<file path="src/rtl/round_robin_arb_n.sv">
// -----------------------------------------------------------------------------
// round_robin_arb_n
//
// N-requester round-robin arbiter with a time-slice limit, used on the
// crossbar master-to-slave path. The grant is one-hot and registered. The
// owner keeps it while it requests. It is preempted after SLICE_LEN
// consecutive cycles only if another requester is waiting. Priority rotates
// from the last owner, so no requester starves.
//
// Parameters:
//   NUM_REQ    number of requesters (2..32)
//   SLICE_LEN  maximum consecutive grant cycles under contention (>= 1)
//
// Ports:
//   clk        clock, all logic on the rising edge
//   reset      synchronous, active-high reset
//   req        request vector, bit i = requester i
//   lock       per-requester slice lock (only when RR_ARB_LOCK_EN is defined)
//   grnt       registered one-hot grant, all-zero when idle
//   grnt_vld   registered, equals |grnt
//   grnt_id    registered index of the current owner, 0 when idle
//   slice_exp  registered one-cycle pulse when the owner is preempted by
//              slice expiry
//
// Optional feature macro: RR_ARB_LOCK_EN
//   When this macro is defined, the lock input exists. While the owner holds
//   lock[g] and req[g], slice expiry is suppressed and the timer parks at
//   SLICE_LEN-1. Preemption then happens on the first edge after lock falls.
// -----------------------------------------------------------------------------
module round_robin_arb_n #(
    parameter int NUM_REQ   = 4,
    parameter int SLICE_LEN = 16
) (
    input  logic                         clk,
    input  logic                         reset,
    input  logic [NUM_REQ-1:0]           req,
`ifdef RR_ARB_LOCK_EN
    input  logic [NUM_REQ-1:0]           lock,
`endif
    output logic [NUM_REQ-1:0]           grnt,
    output logic                         grnt_vld,
    output logic [$clog2(NUM_REQ)-1:0]   grnt_id,
    output logic                         slice_exp
);

    localparam int ID_W  = $clog2(NUM_REQ);
    localparam int TMR_W = $clog2(SLICE_LEN) + 1;

    localparam logic [TMR_W-1:0] TMR_LAST = TMR_W'(SLICE_LEN - 1);
    localparam logic [ID_W-1:0]  PTR_RST  = ID_W'(NUM_REQ - 1);

    typedef enum logic {
        IDLE  = 1'b0,
        GRANT = 1'b1
    } state_t;

    state_t             state,   nxt_state;
    logic [ID_W-1:0]    ptr,     nxt_ptr;      // last (or current) owner
    logic [TMR_W-1:0]   timer,   nxt_timer;    // cycles held minus one
    logic [NUM_REQ-1:0] nxt_grnt;
    logic [ID_W-1:0]    nxt_id;
    logic               nxt_slice_exp;

    logic [NUM_REQ-1:0] others;       // requesters other than the owner
    logic [ID_W-1:0]    cand_req;     // next(ptr, req)
    logic [ID_W-1:0]    cand_oth;     // next(ptr, others)
    logic               locked;

    // First set bit of mask scanning cyclically p+1, p+2, ..., p+NUM_REQ.
    // The last position examined is p itself, so a lone request from the
    // previous owner is still found.
    function automatic logic [ID_W-1:0] rr_next(
        input logic [ID_W-1:0]    p,
        input logic [NUM_REQ-1:0] mask
    );
        logic [ID_W-1:0] sel;
        logic [ID_W-1:0] idx_w;
        logic            found;
        int              idx;
        sel   = p;
        found = 1'b0;
        for (int i = 1; i <= NUM_REQ; i++) begin
            idx = int'(p) + i;
            if (idx >= NUM_REQ) begin
                idx = idx - NUM_REQ;
            end
            idx_w = ID_W'(idx);
            if (!found && mask[idx_w]) begin
                sel   = idx_w;
                found = 1'b1;
            end
        end
        return sel;
    endfunction

    function automatic logic [NUM_REQ-1:0] onehot(input logic [ID_W-1:0] idx);
        logic [NUM_REQ-1:0] v;
        v      = '0;
        v[idx] = 1'b1;
        return v;
    endfunction

    // In GRANT, ptr always equals the owner index, so it serves as the owner
    // in both scans. In IDLE, it is the last owner, which sets the rotation start.
    assign others   = req & ~onehot(ptr);
    assign cand_req = rr_next(ptr, req);
    assign cand_oth = rr_next(ptr, others);

`ifdef RR_ARB_LOCK_EN
    assign locked = lock[ptr] & req[ptr];
`else
    assign locked = 1'b0;
`endif

    // Next-state and next-output logic.
    always_comb begin
        // NOTE: every output of this block gets a default first, so no path
        // leaves a value unassigned and no latch is inferred.
        nxt_state     = state;
        nxt_ptr       = ptr;
        nxt_timer     = timer;
        nxt_grnt      = grnt;
        nxt_id        = grnt_id;
        nxt_slice_exp = 1'b0;

        case (state)
            IDLE: begin
                if (|req) begin
                    nxt_state = GRANT;
                    nxt_ptr   = cand_req;
                    nxt_grnt  = onehot(cand_req);
                    nxt_id    = cand_req;
                    nxt_timer = '0;
                end else begin
                    nxt_grnt = '0;
                    nxt_id   = '0;
                end
            end

            GRANT: begin
                if (!req[ptr]) begin
                    // Release. Here, req equals others, so cand_oth is
                    // next(g, req). Hand over directly with no idle cycle.
                    if (|req) begin
                        nxt_ptr   = cand_oth;
                        nxt_grnt  = onehot(cand_oth);
                        nxt_id    = cand_oth;
                        nxt_timer = '0;
                    end else begin
                        nxt_state = IDLE;
                        nxt_grnt  = '0;
                        nxt_id    = '0;
                        nxt_timer = '0;
                    end
                end else if (timer == TMR_LAST) begin
                    if ((|others) && !locked) begin
                        // Slice expiry with someone waiting, so preempt.
                        nxt_ptr       = cand_oth;
                        nxt_grnt      = onehot(cand_oth);
                        nxt_id        = cand_oth;
                        nxt_timer     = '0;
                        nxt_slice_exp = 1'b1;
                    end else if (locked) begin
                        // Park at the last slice cycle. Preemption fires on
                        // the first edge after the lock falls.
                        nxt_timer = timer;
                    end else begin
                        // No contention, so start a fresh slice.
                        nxt_timer = '0;
                    end
                end else begin
                    nxt_timer = timer + TMR_W'(1);
                end
            end

            default: begin
                nxt_state = IDLE;
                nxt_grnt  = '0;
                nxt_id    = '0;
                nxt_timer = '0;
            end
        endcase
    end

    // State and output registers.
    always_ff @(posedge clk) begin
        // NOTE: sequential state uses non-blocking assignments, so every
        // register samples pre-edge values regardless of statement order.
        if (reset) begin
            state     <= IDLE;
            ptr       <= PTR_RST;
            timer     <= '0;
            grnt      <= '0;
            grnt_vld  <= 1'b0;
            grnt_id   <= '0;
            slice_exp <= 1'b0;
        end else begin
            state     <= nxt_state;
            ptr       <= nxt_ptr;
            timer     <= nxt_timer;
            grnt      <= nxt_grnt;
            grnt_vld  <= |nxt_grnt;
            grnt_id   <= nxt_id;
            slice_exp <= nxt_slice_exp;
        end
    end

    // The grant must be one-hot or zero, and it must agree with grnt_id/grnt_vld.
    a_grnt_onehot0 : assert property (@(posedge clk) disable iff (reset)
        $onehot0(grnt));

    a_grnt_consistent : assert property (@(posedge clk) disable iff (reset)
        (grnt_vld == (|grnt)) && (!grnt_vld || (grnt == onehot(grnt_id))));

endmodule

</file>
<file path="config.mk">
export PLATFORM = sky130hd
export DESIGN_NAME = round_robin_arb_n
export DESIGN_NICKNAME = d
export VERILOG_FILES = /design/src/rtl/round_robin_arb_n.sv
export SDC_FILE = /design/constraint.sdc
export NUM_CORES = 1
export LEC_CHECK = 0
export BUFFER_PORTS_ARGS = -buffer_cell sky130_fd_sc_hd__buf_4
export CAP_MARGIN = 30
export CELL_PAD_IN_SITES_DETAIL_PLACEMENT = 0
export CELL_PAD_IN_SITES_GLOBAL_PLACEMENT = 1
export CORE_MARGIN = 2
export CORE_UTILIZATION = 40
export CTS_BUF_LIST = sky130_fd_sc_hd__clkbuf_2
export CTS_CLUSTER_SIZE = 14
export DETAILED_ROUTE_END_ITERATION = 12
export PLACE_DENSITY = 0.76
export SLEW_MARGIN = 20
export SYNTH_ARGS = -nofsm -noshare
export SYNTH_HDL_FRONTEND = slang
export SYNTH_SLANG_ARGS = --single-unit
</file>
<file path="constraint.sdc">
create_clock -name clk -period 5.3 [get_ports clk]
set_input_delay 0.265 -clock clk [delete_from_list [all_inputs] [get_ports clk]]
set_output_delay 0.265 -clock clk [all_outputs]
set_load 0.02 [all_outputs]
</file>
### After elaboration in Yosys (flattened, before gate mapping)

Cells that the tools add are included.

* output and inout bits: 8
* register bits: 16
* logic and storage cells: 127

* multiplexer cells: 66
* magnitude comparators: 14
* equal/unequal tests: 5
* $add $sub $neg: 9
* bitwise logic cells: 5
* reductions and logical operators: 21

Operators with widths (number)
* $mux W2: 20
* $lt A2 B3 Y1 const B: 7
* $mux W1: 21
* $mux W4: 5
* $bmux W1 S2: 9
* $reduce_or A4 Y1: 4
* $mux W5: 3
* $pmux W5 S2: 1
* $ge A3 B3 Y1 const B: 3
* $logic_and A1 B1 Y1: 9
* $pmux W2 S2: 2
* $pmux W4 S2: 1
* $sub A2 B1 Y2 const B: 4
* $add A2 B2 Y3 const B: 2
* $demux W1 S2: 3
* $ge A2 B1 Y1 const B: 3
* $logic_not A1 Y1: 6
* $ne A3 B2 Y1 const B: 2
* $add A5 B1 Y5 const B: 1
* $eq A5 B4 Y1 const B: 1
* $add A2 B3 Y4 const B: 1
* $and A4 B4 Y4: 1
* $ge A4 B3 Y1 const B: 1
* $not A4 Y4: 1
* 7 further kinds: 9

### Longest topological paths before layout

Gate-level depths: netlist of the first run.

* depth in word-level cells: 27
* mapped depth: 10
* depth with buffers taken out: 8

### Least setup slack after synthesis of the first run

No wires, ideal clock.

* path type: flip-flop to flip-flop
* start point: register ptr[0]
* end point: register ptr[0]
* period minus slack after synthesis: 2.695 ns
* data required time: 5.173 ns
* data arrival time: 2.568 ns
* slack: 2.605 ns
* cell stages (with the launch flop): 11
* library setup time: 0.127 ns
* cells stage by stage: dfxtp_1 > buf_6 > inv_1 > ha_1 > buf_6 > or4b_1 > and2_4 > a311oi_4 > mux2i_2 > o21ai_1 > or3b_1

* longest elaborated chain between the ends: 22

Ends and longest elaborated chain
* from (decl): line 58 `logic [ID_W-1:0] ptr, nxt_ptr;`
* from (signal assigned): line 199 `ptr <= nxt_ptr;`
* $lt A2 B3 Y1 (implied by the code) or $ge A2 B1 Y1 (tied branches): line 99 `v[idx] = 1'b1;`
* $logic_and A1 B1 Y1 (implied by the code): line 99
* $mux W1 (implied by the code): line 99
* $demux W1 S2: line 99
* $not A4 Y4: line 105 `assign others = req & ~onehot(ptr);`
* $and A4 B4 Y4: line 105
* $bmux W1 S2: line 88 `if (!found && mask[idx_w]) begin`
* $mux W1 (implied by the code): line 88
* [6 not listed]
* $mux W1: line 88
* $logic_not A1 Y1: line 88
* $logic_and A1 B1 Y1: line 88
* $mux W2: line 88
* $mux W2: line 156 `if ((|others) && !locked) begin`
* $mux W2: line 155 `end else if (timer == TMR_LAST) begin`
* $mux W2: line 141 `if (!req[ptr]) begin`
* $pmux W2 S2: line 126 `case (state)`

Several ways; a longest one is shown, not always the timed one. The select of a mux whose other input is x is not followed.
A chain may end at the register's enable or synchronous reset.

### Final worst setup path of the first run

* start point: register ptr[0]
* end point: register grnt_vld

* longest elaborated chain between the ends: 27

Ends and longest elaborated chain
* $lt A2 B3 Y1 (implied by the code) or $ge A2 B1 Y1 (tied branches): line 99
* $logic_and A1 B1 Y1 (implied by the code): line 99
* $mux W1 (implied by the code): line 99
* $demux W1 S2: line 99
* $not A4 Y4: line 105
* $and A4 B4 Y4: line 105
* $bmux W1 S2: line 88
* $mux W1 (implied by the code): line 88
* [11 not listed]
* $logic_and A1 B1 Y1 (implied by the code): line 99
* $mux W1 (implied by the code): line 99
* $demux W1 S2: line 99
* $mux W4: line 156
* $mux W4: line 155
* $mux W4: line 141
* $pmux W4 S2 *: line 126
* $reduce_or A4 Y1 *: line 202 `grnt_vld <= |nxt_grnt;`
* to (signal assigned): line 202
* to (decl): line 41 `output logic grnt_vld,`

Mark *: on every way between the ends. The rest lies on a longest branch, timed or not. The select of a mux whose other input is x is not followed.

==> summary.txt, run 1 <==
Min path
  • Min-delay src: reset
  • Hold depth: 2
  • Hold EP: timer[2]
  • Worst Hold Class: input port to flop

Detailed routing
  • Final WL: 2880 µm
  • DRT Pass-1 Iters: 4
  • WL per Instance: 14.77 µm
  • Vias per cell: 5.882
  • Via count: 1,147
  • DRC viols: 0
  • Drt initial violations: 41
  • Routed Antenna Nets: 0

Synth
  • Mapped Nets: 156
  • Sequential share of the synthesized area: 25.02%
  • Ys Warns: 0
  • Count of cell types in the netlist: 54
  • Post-synth ARST share: 0%
  • Synthesis-stage register bit count: 16
  • Mean Syn Cell Area: 8.827 µm²
  • Prevailing post-synth register cell: dfxtp_1
  • Post-Syn Area: 1280 µm²
  • EDFF count, synth: 0
  • Mapped Cells: 145

Critical path
  • Worst R2R Path Depth: 8
  • Max stage delay on crit path: 0.84 ns
  • Worst Path Arrival: 3.58 ns
  • Critical path cell sequence: inv_1 -> ha_1 -> or4b_1 -> and2_4 -> a311oi_4 -> xnor2_1 -> o2111a_1 -> o31ai_2
  • Setup slack, reg-to-reg: 1.91 ns
  • Worst Setup End Kind: flop
  • Critical path's top delay family: flip-flops
  • Reg-to-Reg End: grnt_vld
  • Critical Path RT: 5.49 ns
  • WS Path Type: flop to flop
  • Critical path's slowest cell: dfxtp_1
  • Crit-path max FO: 21
  • Startpoint Class: flop
  • Worst r2r src: ptr[0]
  • CP Buf/Inv Count: 1

STA
  • Unrepaired setup endpoints after global routing: no
  • Final setup fails: 0
  • Fin crit share: 63.99%
  • Pins Over Slew Limit: 0
  • Max_slew headroom: 49.41%
  • Setup tns final: 0 ns
  • Final Hold Fails: 0
  • Worst Tran Pin Value: 0.7578 ns
  • Setup Skew: 0.002556 ns
  • Fmax: 294.9 MHz
  • Hold_ws: 0.2689 ns
  • Final min period: 3.391 ns

Placed design
  • IO Port Bufs: 13
  • Placer congestion estimate: 0.9206
  • Dpl cells: 192
  • Post-DP HPWL: 2149 µm

Clock tree
  • Clk pin slew, worst setup/hold paths: 0.15 ns
  • Clock Sinks: 16
  • # resized after CTS: 0
  • Clock buffer depth: 2
  • # Post-CTS Setup Buffers: 0
  • Clock latency on the worst-skew pair: 0.28 ns
  • Root Buffer: clkbuf_2
  • CTS Buf Count: 3
  • CTS tree: yes
  • Htree depth: 1
  • CTS Hold Bufs: 0

Final layout
  • ANT cells: 0
  • Layout net count: 164
  • Final core utilization: 45.61%
  • Area growth, synth to finish: 8.798%
  • Fill count: 318
  • Layout cell share with drive strength beyond 1: 17.88%
  • Post-Layout Cell Count: 195

Global route
  • GRT overflow: 0
  • Number of global-route vias before repair: 1,054
  • GRT Util Overall: 16.94%
  • First-pass GRT wire length: 4740 µm
  • Initial antenna violation count: 0
  • Largest net degree at the start of global routing: 22

Die
  • # rows: 20
  • Core Area: 3053 µm²
  • Die Span Y: 60.57 µm
  • Die area: 3669 µm²
  • I/O pins: 14
  • Chip width: 60.57 µm
  • Initial core utilization: 41.93%

Run
  • Max-cap violations: 0

Status
  • Status: finished, final reports clean

Power
  • Leak pwr: 0.5549 nW
  • Power Dens Cells: 559.2 nW/µm²
  • VDD IR max: 0.0001530 V
## metal layers
metal  GRT usage (%)  vias to the layer above  routed length [µm]
met3           4.478                        4                 125
met5               0                        -                   0
li1                -                      563                   -
met2           28.73                       22                1434
met1           21.81                      558                1295
met4           3.416                        0                  25
## metrics by stage
step	worst slack (ns)	instance area [µm²]	power (mW)
after floorplan	2.605	1280	0.6254
after global placement	1.987	1378	0.7169
after detailed placement	1.943	1378	0.7249
after CTS	1.906	1393	0.7795
after global routing	1.645	1393	0.8382
final	1.909	1393	0.7788
## area by class of cell
type | count | area (µm²) | share of cell area (%)
multi-input combinational | 116 | 893.4 | 64.15
sequential | 16 | 320.3 | 23.00
timing repair buffer | 13 | 97.59 | 7.008
tap | 44 | 55.05 | 3.953
clock buffer | 3 | 15.01 | 1.078
inverter | 3 | 11.26 | 0.8086
## cell usage after synthesis (3+ instances only)
cell / instances / area (µm²)
a21o_1: 3 / 22.52
a21oi_1: 4 / 20.02
clkbuf_1: 6 / 22.52
dfxtp_1: 16 / 320.3
ha_1: 5 / 62.56
inv_1: 3 / 11.26
mux4_2: 4 / 90.09
nand2_1: 15 / 56.30
nand3_1: 3 / 15.01
nor2_1: 11 / 41.29
nor2b_1: 6 / 37.54
nor3_1: 7 / 35.03
o21ai_0: 4 / 20.02
o21ai_1: 4 / 20.02
o21bai_1: 4 / 30.03
xnor2_1: 3 / 26.28
## cell families (layout without fill, tap and decap cells)
group	count (synthesis)	count (layout)	synth area share, %
and+or+nand+nor	59	59	25.22
AOI/OAI and AO/OA	39	39	24.15
DFF	16	16	25.02
buffers and inverters	13	19	5.181
muxes	10	10	13.49
adders and majority gates	5	5	4.888
xor gates and xnor gates	3	3	2.053
## power by group
part,total [mW],internal [mW],switching (mW)
logic,0.520,0.235,0.285
registers,0.206,0.154,0.0521
clock network,0.0527,0.0154,0.0373
## sequential cells by signal (all words and copies together) (netlist names)
name       count
timer          5
grnt           4
grnt_id        2
ptr            2
grnt_vld       1
slice_exp      1
state          1
## placed cells by master, fill, tap and decap left out, types with 4 or more instances in the layout
master / instances
nor2b_1: 6
a21oi_1: 4
o21ai_0: 4
nor3_1: 7
buf_4: 13
o21bai_1: 4
nor2_1: 11
o21ai_1: 4
ha_1: 5
dfxtp_1: 16
mux4_2: 4
nand2_1: 15
## how the worst max path moves through the flow
stage / cells after the start / endpoint / from
2_1_floorplan: 10 / ptr[0] / ptr[0]
3_3_place_gp: 8 / grnt_vld / ptr[0]
3_5_place_dp: 8 / grnt_vld / ptr[0]
4_1_cts: 8 / grnt_vld / ptr[0]
5_1_grt: 7 / grnt[1] / ptr[0]
6_report: 8 / grnt_vld / ptr[0]
No activity file was read; power rests on OpenSTA's default activity.
==> inputs of run 2 (changes only) <==
==> constraint.sdc (replaced) <==
create_clock -name clk -period 3.5 [get_ports clk]
set_input_delay 0.175 -clock clk [delete_from_list [all_inputs] [get_ports clk]]
set_output_delay 0.175 -clock clk [all_outputs]
set_load 0.02 [all_outputs]
==> run 2 against run 1 <==
Worst setup slack worse by 1.3 ns. Non-clock buffer count grew 2. Sequential power up 29%. Critical path depth stayed put. Die area did not move. Largest power group unchanged. Highest routed layer unchanged.
==> summary.txt, run 2 (same netlist as run 1, synthesis figures left out) <==
Detailed routing
  • Top layer in use: met4
  • Metal2 WL: 1453 µm (+1.3%)
  • Drt initial violations: 30 (-27%)
  • Final WL: 2917 µm (+1.3%)
  • Vias per cell: 5.731 (-2.6%)
  • Routed Antenna Nets: 0 (unchanged)
  • Metal-1 WL: 1358 µm (+4.9%)
  • Routed wl met3: 88 µm (-30%)
  • DRC viols: 0 (unchanged)
  • Via count: 1,129 (-1.6%)
  • DRT Pass-1 Iters: 4 (unchanged)
  • WL per Instance: 14.81 µm (+0.26%)

Status
  • Status: finished, final reports clean

Final layout
  • ANT cells: 0 (unchanged)
  • Commonest non-fill, non-tap cell in the layout: dfxtp_1
  • Area growth, synth to finish: 9.971%
  • Commonest non-fill, non-tap cells in the layout: dfxtp_1, nand2_1, buf_4, nor2_1, nor3_1
  • Fill count: 321 (+0.94%)
  • Largest register FFs: 5 (unchanged)
  • Largest regs: timer x5, grnt x4
  • Largest reg by FF count: timer
  • Layout net count: 166 (+1.2%)
  • Layout cell share with drive strength beyond 1: 18.95% (+1.1 points)

STA
  • Hold_ws: 0.1762 ns (-0.09267 ns)
  • Final setup fails: 0 (unchanged)
  • Fmax: 351.3 MHz (+19%)
  • Setup tns final: 0 ns (unchanged)
  • Worst Tran Pin Value: 0.7633 ns (+0.005493 ns)
  • Final Hold Fails: 0 (unchanged)
  • Setup Skew: 0.009178 ns (+0.006622 ns)
  • Pins Over Slew Limit: 0 (unchanged)
  • Max_slew headroom: 48.65% (-0.77 points)
  • Final min period: 2.847 ns (-0.5446 ns)
  • Fin crit share: 81.34% (+17 points)
  • Unrepaired setup endpoints after global routing: no
  • Final WS setup: 0.6532 ns (-1.255 ns)

Global route
  • Largest net degree at the start of global routing: 21 (-4.5%)
  • Initial antenna violation count: 0 (unchanged)
  • GRT Util Overall: 17.76% (+0.82 points)
  • Number of global-route vias before repair: 1,099 (+4.3%)
  • GRT overflow: 0 (unchanged)
  • First-pass GRT wire length: 4981 µm (+5.1%)

Die
  • # rows: 20 (unchanged)
  • Die Span Y: 60.57 µm (unchanged)
  • Chip width: 60.57 µm (unchanged)
  • I/O pins: 14 (unchanged)
  • Die area: 3669 µm² (unchanged)
  • Core Area: 3053 µm² (unchanged)
  • Initial core utilization: 41.93% (unchanged)

Critical path
  • Max stage delay on crit path: 0.57 ns (-0.27 ns)
  • CP Buf/Inv Count: 2 (+1)
  • Startpoint Class: flop
  • Worst Setup End Kind: flop
  • Critical path cell sequence: buf_4 -> inv_1 -> ha_1 -> or4b_1 -> o2111ai_1 -> o311ai_1 -> or4b_1 -> o221ai_1
  • WS Path Type: flop to flop
  • Critical path's slowest cell: or4b_1
  • Worst Path Arrival: 3.06 ns (-0.52 ns)
  • Critical Path RT: 3.71 ns (-1.78 ns)
  • Most used cell along the critical path: or4b_1
  • Critical path's top delay family: simple AND/OR/NAND/NOR gates
  • Crit-path max FO: 11 (-48%)

Placed design
  • IO Port Bufs: 13 (unchanged)
  • Post-DP HPWL: 2188 µm (+1.8%)
  • Placer congestion estimate: 0.8607 (-6.5%)
  • Place WS: 0.6614 ns (-1.282 ns)

Run
  • Max-cap violations: 0 (unchanged)

Power
  • VDD IR max: 0.0001960 V (+28%)
  • Power Dens Cells: 845.0 nW/µm² (+51%)
  • Leak pwr: 0.5638 nW (+1.6%)

Clock tree
  • CTS tree: yes
  • CTS Hold Bufs: 0 (unchanged)
  • Clock buffer depth: 2 (unchanged)
  • Clock Sinks: 16 (unchanged)
  • # resized after CTS: 0 (unchanged)
  • Root Buffer: clkbuf_2
  • Clock latency on the worst-skew pair: 0.28 ns (about the same)
  • CTS Buf Count: 3 (unchanged)
  • Htree depth: 1 (unchanged)
  • # Post-CTS Setup Buffers: 0 (unchanged)
  • Clk pin slew, worst setup/hold paths: 0.15 ns (about the same)

Min path
  • Worst Hold Class: input port to flop
==> run 2: where the power goes <==
| group | total (mW) | switching [mW] | internal [mW] |
|---|---|---|---|
| combinational | 0.847 | 0.478 | 0.369 |
| clock | 0.0778 | 0.0544 | 0.0234 |
| sequential | 0.265 | 0.0315 | 0.233 |
==> run 2: area by class of cell <==
cell class              instances  area (µm²)  share of cell area [%]
repair buffers                 15       112.6                   8.000
inverters                       3       11.26                  0.8000
clock buffers                   3       15.01                   1.067
flip-flops and latches         16       320.3                   22.76
well taps                      44       55.05                   3.911
multi-input cells             116       893.4                   63.47
==> run 2: path summary, 6_finish.rpt <==
kind | start | to | slack (ns) | cells past startpoint
hold / removal | reset | timer[2] | 0.18 | 2
hold reg to reg | grnt_id[0] | grnt_id[0] | 0.47 | 2
setup / recovery | ptr[1] | grnt[1] | 0.65 | 8
setup reg to reg | ptr[1] | grnt[1] | 0.65 | 8
==> run 2: layer usage <==
layer	up-vias	global-route usage, %
met5	-	0
met4	0	3.727
met3	4	4.478
met2	16	30.11
met1	541	22.94
li1	568	-
==> run 2: per-stage QoR <==
stage          util [%]  cell area, µm²  power [mW]  std cells
4_1_cts           46.11            1408       1.197        197
5_1_grt           46.11            1408       1.298        197
2_1_floorplan         -            1280      0.9471        145
6_report          46.11            1408       1.189        197
3_3_place_gp      45.61            1393       1.106        194
3_5_place_dp      45.61            1393       1.116        194
